**src/rtl/dff_monitor.sv**
```systemverilog
`default_nettype none
// ============================================================================
//  Module   : dff_monitor
//  Purpose  : Watches the pins of a preset/clear D flip-flop under test and
//             scores a run of NUM_SAMPLES cycles against an internal ideal
//             model of the same flip-flop.
//  Revision : 1.0  initial release
// ----------------------------------------------------------------------------
//  Ports
//    Clk            in   single clock, all state updates on the rising edge
//    CLR            in   synchronous active-high reset
//    start          in   begin a run (sampled only in IDLE or DONE)
//    mon_pre        in   observed preset of the flip-flop (active-high)
//    mon_clr        in   observed clear of the flip-flop (active-high)
//    mon_d          in   observed D of the flip-flop
//    mon_q          in   observed Q of the flip-flop
//    mon_qbar       in   observed Qbar of the flip-flop
//    busy           out  high in ARM and RUN
//    done           out  high in DONE
//    pass           out  high in DONE when err_cnt is zero
//    err_cnt        out  mismatching cycles in the current/last run (saturating)
//    inv_cnt        out  skipped cycles after a pre+clr hold (saturating)
//    first_err_idx  out  sample index of the first mismatch
//    first_err_vld  out  first_err_idx is valid
// ============================================================================
module dff_monitor #(
    parameter int NUM_SAMPLES = 16,
    parameter int CNT_W       = 8
) (
    input  logic             Clk,
    input  logic             CLR,
    input  logic             start,
    input  logic             mon_pre,
    input  logic             mon_clr,
    input  logic             mon_d,
    input  logic             mon_q,
    input  logic             mon_qbar,
    output logic             busy,
    output logic             done,
    output logic             pass,
    output logic [CNT_W-1:0] err_cnt,
    output logic [CNT_W-1:0] inv_cnt,
    output logic [CNT_W-1:0] first_err_idx,
    output logic             first_err_vld
);

    // The sample index is kept at least 8 bits wide so that any legal
    // NUM_SAMPLES (up to 255) terminates the run even with a narrow CNT_W;
    // the reported first_err_idx is the low CNT_W bits of it.
    localparam int                IDX_W      = (CNT_W > 8) ? CNT_W : 8;
    localparam logic [IDX_W-1:0]  C_LAST_IDX = IDX_W'(NUM_SAMPLES - 1);
    localparam logic [IDX_W-1:0]  C_IDX_ONE  = IDX_W'(1);
    localparam logic [CNT_W-1:0]  C_CNT_MAX  = '1;
    localparam logic [CNT_W-1:0]  C_CNT_ONE  = CNT_W'(1);

    localparam logic [1:0] S_IDLE = 2'd0;
    localparam logic [1:0] S_ARM  = 2'd1;
    localparam logic [1:0] S_RUN  = 2'd2;
    localparam logic [1:0] S_DONE = 2'd3;

    logic [1:0]       r_state;
    logic [1:0]       w_state_nxt;

    logic             r_exp_q;
    logic             r_skip;
    logic [IDX_W-1:0] r_sample_idx;
    logic [CNT_W-1:0] r_err_cnt;
    logic [CNT_W-1:0] r_inv_cnt;
    logic [CNT_W-1:0] r_first_err_idx;
    logic             r_first_err_vld;
    logic             r_busy;
    logic             r_done;
    logic             r_pass;

    logic             w_exp_q_nxt;
    logic             w_skip_nxt;
    logic [IDX_W-1:0] w_sample_idx_nxt;
    logic [CNT_W-1:0] w_err_cnt_nxt;
    logic [CNT_W-1:0] w_inv_cnt_nxt;
    logic [CNT_W-1:0] w_first_err_idx_nxt;
    logic             w_first_err_vld_nxt;
    logic             w_busy_nxt;
    logic             w_done_nxt;
    logic             w_pass_nxt;

    logic             w_hold;
    logic             w_exp_upd;
    logic             w_mismatch;
    logic             w_arm_entry;

    // Ideal flip-flop behaviour: pre and clr together is treated as an
    // illegal combination in which the model simply keeps its last value.
    assign w_hold      = mon_pre & mon_clr;
    assign w_exp_upd   = w_hold  ? r_exp_q :
                         mon_clr ? 1'b0    :
                         mon_pre ? 1'b1    : mon_d;
    assign w_mismatch  = (mon_q != r_exp_q) | (mon_qbar == mon_q);
    assign w_arm_entry = ((r_state == S_IDLE) || (r_state == S_DONE)) && start;

    // ------------------------------------------------------------------
    // State register and registered outputs
    // ------------------------------------------------------------------
    always_ff @(posedge Clk) begin : p_state_reg
        if (CLR) begin
            r_state         <= S_IDLE;
            r_exp_q         <= 1'b0;
            r_skip          <= 1'b0;
            r_sample_idx    <= '0;
            r_err_cnt       <= '0;
            r_inv_cnt       <= '0;
            r_first_err_idx <= '0;
            r_first_err_vld <= 1'b0;
            r_busy          <= 1'b0;
            r_done          <= 1'b0;
            r_pass          <= 1'b0;
        end else begin
            r_state         <= w_state_nxt;
            r_exp_q         <= w_exp_q_nxt;
            r_skip          <= w_skip_nxt;
            r_sample_idx    <= w_sample_idx_nxt;
            r_err_cnt       <= w_err_cnt_nxt;
            r_inv_cnt       <= w_inv_cnt_nxt;
            r_first_err_idx <= w_first_err_idx_nxt;
            r_first_err_vld <= w_first_err_vld_nxt;
            r_busy          <= w_busy_nxt;
            r_done          <= w_done_nxt;
            r_pass          <= w_pass_nxt;
        end
    end

    // ------------------------------------------------------------------
    // Next-state logic
    // ------------------------------------------------------------------
    always_comb begin : p_next_state
        w_state_nxt = r_state;
        case (r_state)
            S_IDLE:  if (start) w_state_nxt = S_ARM;
            S_ARM:   w_state_nxt = S_RUN;
            S_RUN:   if (r_sample_idx == C_LAST_IDX) w_state_nxt = S_DONE;
            S_DONE:  if (start) w_state_nxt = S_ARM;
            default: w_state_nxt = S_IDLE;
        endcase
    end

    // ------------------------------------------------------------------
    // Datapath: expected-Q model, sample index and score counters
    // ------------------------------------------------------------------
    always_comb begin : p_datapath
        w_exp_q_nxt         = r_exp_q;
        w_skip_nxt          = r_skip;
        w_sample_idx_nxt    = r_sample_idx;
        w_err_cnt_nxt       = r_err_cnt;
        w_inv_cnt_nxt       = r_inv_cnt;
        w_first_err_idx_nxt = r_first_err_idx;
        w_first_err_vld_nxt = r_first_err_vld;

        if (w_arm_entry) begin
            // Clearing on the edge into ARM makes the counters read zero
            // for the whole ARM cycle and discards the previous result.
            w_sample_idx_nxt    = '0;
            w_err_cnt_nxt       = '0;
            w_inv_cnt_nxt       = '0;
            w_first_err_idx_nxt = '0;
            w_first_err_vld_nxt = 1'b0;
        end else if (r_state == S_ARM) begin
            w_exp_q_nxt      = w_exp_upd;
            w_skip_nxt       = w_hold;
            w_sample_idx_nxt = '0;
        end else if (r_state == S_RUN) begin
            // A cycle following a pre+clr hold has no defined expectation,
            // so it is counted as invalid instead of being compared.
            if (r_skip) begin
                if (r_inv_cnt != C_CNT_MAX) begin
                    w_inv_cnt_nxt = r_inv_cnt + C_CNT_ONE;
                end
            end else if (w_mismatch) begin
                if (r_err_cnt != C_CNT_MAX) begin
                    w_err_cnt_nxt = r_err_cnt + C_CNT_ONE;
                end
                if (!r_first_err_vld) begin
                    w_first_err_idx_nxt = r_sample_idx[CNT_W-1:0];
                    w_first_err_vld_nxt = 1'b1;
                end
            end
            w_exp_q_nxt      = w_exp_upd;
            w_skip_nxt       = w_hold;
            w_sample_idx_nxt = r_sample_idx + C_IDX_ONE;
        end
    end

    // ------------------------------------------------------------------
    // Output decode (from next state, so the registered flags line up
    // with the state they describe)
    // ------------------------------------------------------------------
    always_comb begin : p_outputs
        w_busy_nxt = (w_state_nxt == S_ARM) || (w_state_nxt == S_RUN);
        w_done_nxt = (w_state_nxt == S_DONE);
        w_pass_nxt = (w_state_nxt == S_DONE) && (w_err_cnt_nxt == '0);
    end

    assign busy          = r_busy;
    assign done          = r_done;
    assign pass          = r_pass;
    assign err_cnt       = r_err_cnt;
    assign inv_cnt       = r_inv_cnt;
    assign first_err_idx = r_first_err_idx;
    assign first_err_vld = r_first_err_vld;

endmodule
`default_nettype wire

```
**config.mk**
```make
export PLATFORM = sky130hd
export DESIGN_NAME = dff_monitor
export DESIGN_NICKNAME = d
export VERILOG_FILES = /design/src/rtl/dff_monitor.sv
export SDC_FILE = /design/constraint.sdc
export NUM_CORES = 1
export LEC_CHECK = 0
export CAP_MARGIN = 20
export CORE_UTILIZATION = 30
export CTS_CLUSTER_DIAMETER = 60
export CTS_CLUSTER_SIZE = 28
export DETAILED_ROUTE_END_ITERATION = 8
export GPL_TIMING_DRIVEN = 0
export PLACE_DENSITY = 0.6
export REMOVE_ABC_BUFFERS = 1
export SLEW_MARGIN = 10
export SYNTH_ARGS = -nofsm -noshare
export SYNTH_HDL_FRONTEND = slang
export SYNTH_SLANG_ARGS = --single-unit
```
**constraint.sdc**
```tcl
create_clock -name Clk -period 3.01 [get_ports Clk]
set_input_delay 0.4515 -clock Clk [delete_from_list [all_inputs] [get_ports Clk]]
set_output_delay 0.4515 -clock Clk [all_outputs]
set_load 0.005 [all_outputs]
```
==> Word-level counts from Yosys, hierarchy flattened <==
Cells that the tools add are included.
{ "word_totals": {"input_bits": 8, "out_inout_bits": 28, "word_cells": 61, "register_bits": 40} }
{ "op_classes": {"n_addsub": 3, "mux": 16, "n_eq_ne": 11, "n_reduce_logical": 14, "n_bitwise": 6} }
{ "op_table": {"columns": ["operator", "count"], "rows": [
  ["$mux 8", 6],
  ["$add 8x1->8 const B", 3],
  ["$ne 8x8->1 const B", 2],
  ["$eq 2x2->1 const B", 4],
  ["$eq 8x4->1 const B", 1],
  ["$logic_not 8->1", 1],
  ["$reduce_and 4->1", 2],
  ["$mux 1", 7],
  ["$pmux 2 s3", 1],
  ["$reduce_and 5->1", 1],
  ["$eq 2x1->1 const B", 2],
  ["$mux 2", 2],
  ["$not 1->1", 4],
  ["$reduce_or 2->1", 2],
  ["$reduce_or 3->1", 1],
  ["$logic_and 1x1->1", 2],
  ["$logic_not 2->1", 1],
  ["$logic_or 1x1->1", 2],
  ["$reduce_and 2->1", 1],
  ["$reduce_bool 2->1", 1],
  ["$and 1x1->1", 1],
  ["$eq 1x1->1", 1],
  ["$ne 1x1->1", 1],
  ["$or 1x1->1", 1]
]} }

==> Logic depth before layout (Yosys ltp) <==
{ "logic_depth": {"depth_word": 9, "mapped_depth": 10, "depth_no_buf": 9} }

==> Worst setup path after synthesis <==
No wires, ideal clock.
{ "synth_path": {"kind": "register -> register", "from": "register r_state[0]", "to": "register r_pass, in the netlist pass", "path_slack_ps": 910, "n_path_buf": 1, "setup_time_ps": 124, "arrival_time_ps": 1976, "path_stages_with_launch": 10, "synth_period_minus_slack_ps": 2100, "cell_sequence": "dfxtp_1 -> inv_1 -> ha_1 -> buf_6 -> or3b_1 -> a221oi_4 -> a211oi_1 -> a311o_1 -> o311a_1 -> nor4b_2"} }
{ "synth_via": {"elab_chain_len": 6, "elab_cells_between_ends": 16} }
{ "synth_rtl": {"columns": ["element", "line", "rtl"], "rows": [
  ["from (decl)", "61", "logic [1:0] r_state;"],
  ["from (signal assigned)", "117", "r_state <= w_state_nxt;"],
  ["$eq 2x2->1 (tied with other cells)", "136, 169", null],
  ["$mux 8 or $logic_or 1x1->1 (tied branches)", "169, 98", null],
  ["$mux 8 or $logic_and 1x1->1 (tied branches)", "165, 98", null],
  ["$mux 8", "157", "if (w_arm_entry) begin"],
  ["$logic_not 8->1", "198", "w_pass_nxt = (w_state_nxt == S_DONE) && (w_err_cnt_nxt == '0);"],
  ["$logic_and 1x1->1 *", "198", null],
  ["to (signal assigned)", "127", "r_pass <= w_pass_nxt;"],
  ["to (decl)", "73", "logic r_pass;"]
]} }
Mark *: on every way between the ends. The rest lies on a longest branch, timed or not.
A chain may end at the register's enable or synchronous reset.

==> Worst setup path in the final report <==
{ "layout_path": {"from": "register r_state[0]", "to": "register r_first_err_idx[7], in the netlist first_err_idx[7]"} }
{ "layout_via": {"elab_chain_len": 4, "elab_cells_between_ends": 9} }
{ "layout_rtl": {"columns": ["element", "line", "rtl"], "rows": [
  ["$eq 2x2->1 or $logic_not 2->1 (tied branches)", "98", "assign w_arm_entry = ((r_state == S_IDLE) || (r_state == S_DONE)) && start;"],
  ["$logic_or 1x1->1", "98", null],
  ["$logic_and 1x1->1", "98", null],
  ["$reduce_or 2->1 (no source line)", null, null],
  ["to (signal assigned)", "123", "r_first_err_idx <= w_first_err_idx_nxt;"],
  ["to (decl)", "69", "logic [CNT_W-1:0] r_first_err_idx;"]
]} }
Several ways; a longest one is shown, not always the timed one.

==> reports/results.ini <==
[status]
outcome=complete, no violations

[grt]
grt_use_total=0.126
grt_util_met1=0.162
grt_pass1_vias=1380
use_met3=0.0330
grtUsageMet2=0.196
overflow=0
antenna_found_initial=0
grt_pass1_wl_um=6380
busiest_layer=met2
grt_max_degree=24

[synthesis]
netlist_instances=208
syn_area_um2=1920
synthTopCellsByArea=dfxtp_1, nor2_1, mux2i_1
synth_edf_count=0
ys_async_sr_fraction=0
syn_avg_cell_area_um2=9.25
synth_top_area_share=0.416
synthDistinctLibCells=44
yosys_most_used_dff=dfxtp_1
synth_seq_cells=40
synth.most_common_cell=dfxtp_1
yosysTopAreaCell=dfxtp_1
synthTopCellsByCount=dfxtp_1, nor2_1, xor2_1
ys_seq_area_frac=0.416
yosysWarnings=0

[die]
coreArea_um2=6060
rows=28
io_pins=36
die_area_um2=6740
start_util=0.318
die_w_um=82.1
fp.dieH_um=82.1

[critical_path]
cp_data_required_time_ps=3180
crit_fanout=16
critPathKind=flop to flop
arrival_ps=2840
cp_num_buf_inv=1
crit_slowest_cell=a221oi_4
cp_slowest_stage_delay_ps=540
start_kind=flop
end_kind=flop
crit_family=simple AND/OR/NAND/NOR gates
path_cells=inv_1 -> ha_1 -> or3b_1 -> a221oi_4 -> and2b_1 -> mux2i_1 -> nor2_1

[clock_network]
cts_buffers=5
clock-sinks=40
insertion_delay_ps=290
clkTransAtPathRegs_ps=80
tritoncts=done
cts_setup_buffers=0
cts_hold_buf=0
post_cts_resized=0
htreeDepth=2
clockBufferDepth=2
cts_root_buf=clkbuf_8

[job]
drv_cap=0

[finish]
final_util=0.401
nets=252
drive_above_1_share=0.0753
multi_input_area_um2=1020
regArea_um2=801
area_delta_synth_final_pct=26.3
n_antenna_cell=0
fillers=592

[routing]
antenna_left=0
wl_um=3760
num_vias=1514
vias_per_cell=4.82
drtPass1Iterations=4
drtIter0Drc=66
drc=0
wire_per_inst_um=12.0

[sta]
finalCriticalPeriod_ps=2670
worst-slew-pin-transition_ps=659
timing.slew.headroom=0.561
rsz0062_at_grt=false
slew_violations=0
fin_crit_sh=0.886
tns_ps=0
fmax_ghz=0.375
setup_viol=0
hold_viol_final=0
skew_ps=8.66

[placed_design]
hpwlAfterDp_um=2680
io_buffers=35
gp_congestion=0.727

[pwr]
p_per_area_nw_per_um2=675
ir_worst_vdd_v=0.000458
p_leak_nw=0.868

[hold_path]
hp-class=flop to flop

==> cell type report <==
class | count | share of cell area
Multi-Input combinational cell | 153 | 0.418
Sequential cell | 40 | 0.329
Timing Repair Buffer | 35 | 0.144
Tap cell | 75 | 0.0386
Clock inverter | 3 | 0.0371
Clock buffer | 5 | 0.0283
Inverter | 3 | 0.00463
==> metal layers <==
metal	up-vias	part of all wire
met5	-	0
met1	706	0.51
met2	23	0.44
li1	778	-
met4	0	0.015
met3	7	0.031
==> worst register-to-register path, stage by stage (launching register included) <==
cell and delay, ps:
dfxtp_1 340, inv_1 60, ha_1 360, or3b_1 450, a221oi_4 540, and2b_1 500
mux2i_1 240, nor2_1 60
==> sequential cells by signal, indices dropped and copies added, names as in the netlist <==
| name | cells |
|---|---|
| busy | 1 |
| done | 1 |
| err_cnt | 8 |
| first_err_idx | 8 |
| first_err_vld | 1 |
| inv_cnt | 8 |
| pass | 1 |
| r_exp_q | 1 |
| r_sample_idx | 8 |
| r_skip | 1 |
| r_state | 2 |
==> kinds of logic after synthesis <==
group | share of synthesized area
fa+ha+maj | 0.0390
buf+inv | 0.0559
flops | 0.416
xor+xnor | 0.0774
mux | 0.0631
compound gates | 0.101
simple gates | 0.248
==> cell usage in the layout (no fill, tap or decap), types with 2 or more instances in the layout <==
cell type         n
a21oi_1           7
a31oi_1           2
and3_1            6
and4_1            2
bufinv_16         3
clkbuf_8          5
clkdlybuf4s50_1  35
dfxtp_1          40
ha_1              6
inv_1             3
mux2i_1          11
nand2_1          10
nand3_1           7
nand4_1           6
nor2_1           39
nor2b_1           6
nor3_1            2
o21ai_0           8
o311a_1           2
or3_1             3
xnor2_1           5
xor2_1           12
==> where the power goes <==
| part | leakage, nW | total, mW | switching [mW] | internal (mW) |
|---|---|---|---|---|
| registers | 0.323 | 0.607 | 0.0333 | 0.574 |
| logic | 0.466 | 0.430 | 0.233 | 0.197 |
| clock network | 0.0784 | 0.604 | 0.190 | 0.415 |
| total | 0.868 | 1.64 | 0.456 | 1.19 |
==> final timing paths <==
path,startpoint,to,slack [ps],cells past startpoint
max,r_state[0],first_err_idx[7],340,7
max reg2reg,r_state[0],first_err_idx[7],340,7
min reg2reg,first_err_idx[4],first_err_idx[4],500,2
min,first_err_idx[4],first_err_idx[4],500,2
==> through the flow <==
step	power [mW]	hold slack, ps	instance area [µm²]	setup slack (ps)	cells
floorplan	0.923	457	1830	697	196
global placement	1.05	471	2270	295	306
detailed placement	1.05	482	2270	258	306
CTS	1.67	502	2430	326	314
global route	1.75	526	2430	119	314
finish	1.64	495	2430	342	314
Note: power is estimated with default switching activity, not from simulation.
